<file path="config.mk">
export PLATFORM = sky130hd
export DESIGN_NAME = stream_pe_converter
export DESIGN_NICKNAME = d
export VERILOG_FILES = /design/src/rtl/stream_pe_converter.sv
export SDC_FILE = /design/constraint.sdc
export NUM_CORES = 1
export LEC_CHECK = 0
export CORE_MARGIN = 2
export CORE_UTILIZATION = 40
export DETAILED_ROUTE_END_ITERATION = 12
export MAX_ROUTING_LAYER = met4
export PLACE_DENSITY_LB_ADDON = 0.05
export SYNTH_ARGS = -nofsm -noshare
export SYNTH_HDL_FRONTEND = slang
export SYNTH_SLANG_ARGS = --single-unit
</file>
<file path="constraint.sdc">
create_clock -name ap_clk -period 1.5 [get_ports ap_clk]
set_input_delay 0.375 -clock ap_clk [delete_from_list [all_inputs] [get_ports ap_clk]]
set_output_delay 0.375 -clock ap_clk [all_outputs]
set_load 0.02 [all_outputs]
</file>
<file path="src/rtl/stream_pe_converter.sv">
// stream_pe_converter: refolds an AXI stream of PE_IN W-bit lanes into PE_OUT lanes, lane 0 first; ports ap_clk/ap_rst_n, in0_T{READY,VALID,DATA}, out0_T{READY,VALID,DATA}
module stream_pe_converter #(
  parameter int W = 4,
  parameter int PE_IN = 4,
  parameter int PE_OUT = 1
) (
  input  logic ap_clk,
  input  logic ap_rst_n,
  output logic in0_TREADY,
  input  logic in0_TVALID,
  input  logic [((PE_IN*W+7)/8)*8-1:0] in0_TDATA,
  input  logic out0_TREADY,
  output logic out0_TVALID,
  output logic [((PE_OUT*W+7)/8)*8-1:0] out0_TDATA
);
  localparam int OW = ((PE_OUT*W+7)/8)*8;
  localparam int R = PE_IN > PE_OUT ? PE_IN/PE_OUT : PE_OUT/PE_IN;
  localparam int CW = R > 1 ? $clog2(R) : 1;
  logic in_fire, out_fire, unused_in;
  logic [PE_IN*W-1:0] din;
  assign din = in0_TDATA[PE_IN*W-1:0];
  assign unused_in = ^in0_TDATA;
  assign in_fire = in0_TVALID && in0_TREADY;
  assign out_fire = out0_TVALID && out0_TREADY;
  if (PE_IN % PE_OUT != 0 && PE_OUT % PE_IN != 0) begin : g_bad
    $error("stream_pe_converter: PE_IN and PE_OUT must divide one another");
  end
  if (R == 1) begin : g_pass
    logic [PE_OUT*W-1:0] data_q;
    always_ff @(posedge ap_clk or negedge ap_rst_n)
      if (!ap_rst_n) begin
        data_q <= '0;
        out0_TVALID <= 1'b0;
      end else if (in_fire) begin
        data_q <= din;
        out0_TVALID <= 1'b1;
      end else if (out_fire) out0_TVALID <= 1'b0;
    assign in0_TREADY = ap_rst_n && (!out0_TVALID || out0_TREADY);
    assign out0_TDATA = OW'(data_q);
  end else if (PE_IN > PE_OUT) begin : g_down
    logic [R-1:0][PE_OUT*W-1:0] buf_q;
    logic [CW-1:0] cnt;
    logic last;
    assign last = cnt == CW'(R-1);
    always_ff @(posedge ap_clk or negedge ap_rst_n)
      if (!ap_rst_n) begin
        buf_q <= '0;
        cnt <= '0;
        out0_TVALID <= 1'b0;
      end else if (in_fire) begin
        buf_q <= din;
        cnt <= '0;
        out0_TVALID <= 1'b1;
      end else if (out_fire) begin
        cnt <= last ? '0 : cnt + CW'(1);
        out0_TVALID <= !last;
      end
    assign in0_TREADY = ap_rst_n && (!out0_TVALID || (out0_TREADY && last));
    assign out0_TDATA = OW'(buf_q[cnt]);
  end else begin : g_up
    // only the first R-1 slices need storage; the completing beat goes straight to the output word
    logic [R-2:0][PE_IN*W-1:0] acc_q;
    logic [PE_OUT*W-1:0] out_q;
    logic [CW-1:0] cnt;
    logic last;
    assign last = cnt == CW'(R-1);
    always_ff @(posedge ap_clk or negedge ap_rst_n)
      if (!ap_rst_n) begin
        acc_q <= '0;
        out_q <= '0;
        cnt <= '0;
        out0_TVALID <= 1'b0;
      end else begin
        if (in_fire) begin
          for (int i = 0; i < R-1; i++) if (cnt == CW'(i)) acc_q[i] <= din;
          cnt <= last ? '0 : cnt + CW'(1);
          if (last) out_q <= {din, acc_q};
        end
        if (in_fire && last) out0_TVALID <= 1'b1;
        else if (out_fire) out0_TVALID <= 1'b0;
      end
    // partial beats keep flowing under output stall; only the completing beat waits
    assign in0_TREADY = ap_rst_n && !(out0_TVALID && !out0_TREADY && last);
    assign out0_TDATA = OW'(out_q);
  end
  a_hold: assert property (@(posedge ap_clk) disable iff (!ap_rst_n)
    out0_TVALID && !out0_TREADY |=> $stable(out0_TDATA));
endmodule
</file>
==> flow_summary_export.csv <==
group,metric,value,unit
run_status,status,"complete, but fails checks",
run_status,violations,"setup timing",
routing,via_count,664,
clock_network,clkTransAtPathRegs,0.10,ns
timing,final_hold_viol_count,0,
worst_setup_path,crit_required,1.12,ns
synth,avgSynthCellArea,15.37,µm²
worst_setup_path,start_kind,"flop",
clock_network,htree_num_levels,1,
grt,track_usage,18.11,%
routing,drc,0,
die,die_area,2706,µm²
synth,yosys_warnings,0,
synth,synth_top_area_share,51.56,%
timing,grt_setup_unrepaired,"true",
power_and_ir_drop,p_leak,0.6837,nW
grt,antenna_found_initial,0,
worst_setup_path,slowest_stage,"mux4_2",
worst_setup_path,critPathTopFamily,"multiplexers",
place,hpwl,1173,µm
clock_network,cts_root_buffer,"clkbuf_4",
die,initial_core_util,42.09,%
worst_setup_path,criticalPathCategory,"reg2out",
synth,synth_area,922.1,µm²
finish,ff_latch_area,476.7,µm²
worst_setup_path,crit_arrival,1.51,ns
flow_run,cap_violations,0,
routing,drtIter0Drc,4,
place,dp.cells,119,
power_and_ir_drop,intPower,2.015,mW
timing,min_period,1.889,ns
power_and_ir_drop,p_comb_share,59.5,%
finish,drive_above_1_share,53.70,%
synth,yosysTopAreaCell,"dfrtp_1",
grt,grt_max_degree,20,
timing,fin_skew,0.003216,ns
finish,multi_input_area,459.2,µm²
min_path,hold_path.class,"in2async",
clock_network,cts-hold-fix-buffers,0,
timing,setup_viol,21,
finish,nFillCells,168,
place,gp_congestion,0.7485,
routing,viasPerCell,4.882,
synth,synth_cell_type_count,17,
timing,setup_ws,-0.3885,ns
clock_network,cts_buffer_depth,2,
clock_network,cts_buffers,3,
power_and_ir_drop,swShare,31.54,%
clock_network,cts_tree,"built",
finish,area_growth,62.82,%
finish,post-route-util,68.53,%
grt,first_global_vias,649,
routing,dr.pass1.iters,4,
grt,grt_overflow,0,
timing,fin_crit_sh,125.9,%
worst_setup_path,slowest_delay,0.51,ns
clock_network,cts_sinks,19,
die,ios,30,
synth,synth_seq_cells,19,
finish,final-instance-count-excl-fill,136,
power_and_ir_drop,seq_power_share,31.8,%
routing,ant_nets,0,
timing,clock.fmax,0.5295,GHz
die,fp-row-count,17,
worst_setup_path,crit_chain,"buf_12 -> mux4_2 -> buf_6",
power_and_ir_drop,clkPwrFrac,8.7,%
routing,wire_per_inst,15.49,µm
routing,routed_wl,2107,µm
clock_network,insertion_delay,0.29,ns
synth,yosysSeqAreaShare,51.56,%
timing,drv_slew,0,
synth,syn-instance-count,60,
die,die_y,52.02,µm
die,coreArea,2191,µm²
place,io_buffers,25,
finish,diodes,0,
power_and_ir_drop,vdd_drop_max,1.084,mV
grt,grt_pass1_wl,3291,µm
synth,synthTopCellsByArea,"dfrtp_1 (52%), mux2_4 (13%), mux2_2 (9.8%), mux4_2 (9.8%), buf_4 (3.3%)",
worst_setup_path,crit_path_end_kind,"output pin",
die,die_x,52.02,µm
power_and_ir_drop,powerDensity,1961,nW/µm²
finish,nNetsFinal,130,
worst_setup_path,cp_max_fo,4,
power_and_ir_drop,p_sw,0.9286,mW
worst_setup_path,path_buf_inv,2,
## repair_timing
action / in CTS / in global routing
cloned: 3 / 0
pin swaps: 1 / 1
buffers inserted: 9 / 4
resized for setup: 53 / 4
setup endpoints to repair: 22 / 22
## worst register-to-register path, delay by kind of cell (launching register included)
family,cells,cell delay (ns)
AND/OR/NAND/NOR,1,0.05
flip-flops,1,0.44
multiplexers,1,0.30
AO/OA/AOI/OAI,1,0.16
buffers and inverters,4,0.52
adder cells (fa/ha/maj),1,0.13
## worst paths after layout
check | start | end | slack, ns | depth (start not counted)
max in group asynchronous | ap_rst_n | g_down.cnt[0] | 0.95 | 3
worst min register to register | g_down.buf_q[5] | g_down.buf_q[5] | 0.52 | 1
worst min-delay path | ap_rst_n | out0_TVALID | 0.34 | 3
min in group ap_clk | g_down.buf_q[5] | g_down.buf_q[5] | 0.52 | 1
worst max register to register | g_down.cnt[0] | g_down.buf_q[6] | -0.20 | 8
worst max-delay path | g_down.cnt[0] | out0_TDATA[0] | -0.39 | 3
## placed cells by master (no fill, tap or decap), drive strengths merged
cell / n
a21oi: 2
and2: 1
buf: 28
clkbuf: 4
clkdlybuf4s50: 18
conb: 4
dfrtp: 19
dlygate4sd2: 1
ha: 1
mux2: 16
mux2i: 1
mux4: 4
nand2: 6
nand3: 1
nor2: 2
## final cells by class
cell class	count	share of cell area [%]
sequential	19	31.75
timing repair buffer	47	33.58
tap	28	2.333
clock buffer	4	1.750
multi-input combinational	38	30.58
## metal layers
metal / track usage, % / routed length [µm] / part of all wire, %
met5: - / 0 / 0
met4: 6.579 / 25 / 1.2
met3: 4.023 / 111 / 5.3
met2: 28.90 / 1050 / 50
met1: 22.68 / 919 / 44
## cell families (layout without fill, tap and decap cells)
| kind of cell | count (synthesis) | count (layout) | synth area share (%) |
|---|---|---|---|
| fa+ha+maj | 1 | 1 | 1.357 |
| flops | 19 | 19 | 51.56 |
| compound gates | 2 | 2 | 2.307 |
| buf+inv | 6 | 51 | 5.970 |
| simple gates | 10 | 10 | 4.750 |
| mux | 21 | 21 | 33.65 |
| other cells | 1 | 4 | 0.4067 |
## Yosys cell counts
library cell  instances
a21oi_4               1
dfrtp_1              19
buf_2                 1
nand2_2               1
mux2_2                8
mux4_2                4
ha_1                  1
nor2_1                2
nand3_1               1
nand2_1               5
conb_1                1
mux2_4                8
buf_4                 4
mux2i_1               1
and2_1                1
a21oi_1               1
buf_12                1
## flip-flops by register name (all words and copies together) (netlist names)
register      cells
out0_TVALID       1
g_down.buf_q     16
g_down.cnt        2
## through the flow
step,hold WS (ns),setup slack [ns],power (mW),setup TNS [ns],area [µm²]
after global routing,0.3448,-0.4470,3.114,-6.153,1501
final,0.3440,-0.3885,2.944,-4.658,1501
after detailed placement,0.4880,-0.6659,2.233,-9.192,1246
after floorplan,0.07941,-0.03637,1.721,-0.2909,935.9
after global placement,0.4682,-0.6475,2.215,-9.153,1246
after CTS,0.3312,-0.3669,2.940,-3.396,1529
## power by group through the flow
stage / registers, mW / logic, mW / clock network [mW]
finish: 0.935 / 1.75 / 0.256
detailed placement: 0.943 / 1.29 / 0
floorplan: 0.901 / 0.820 / 0
global placement: 0.936 / 1.28 / 0
global route: 0.969 / 1.86 / 0.283
CTS: 0.925 / 1.76 / 0.258
Power figures use the tool's default switching activity.
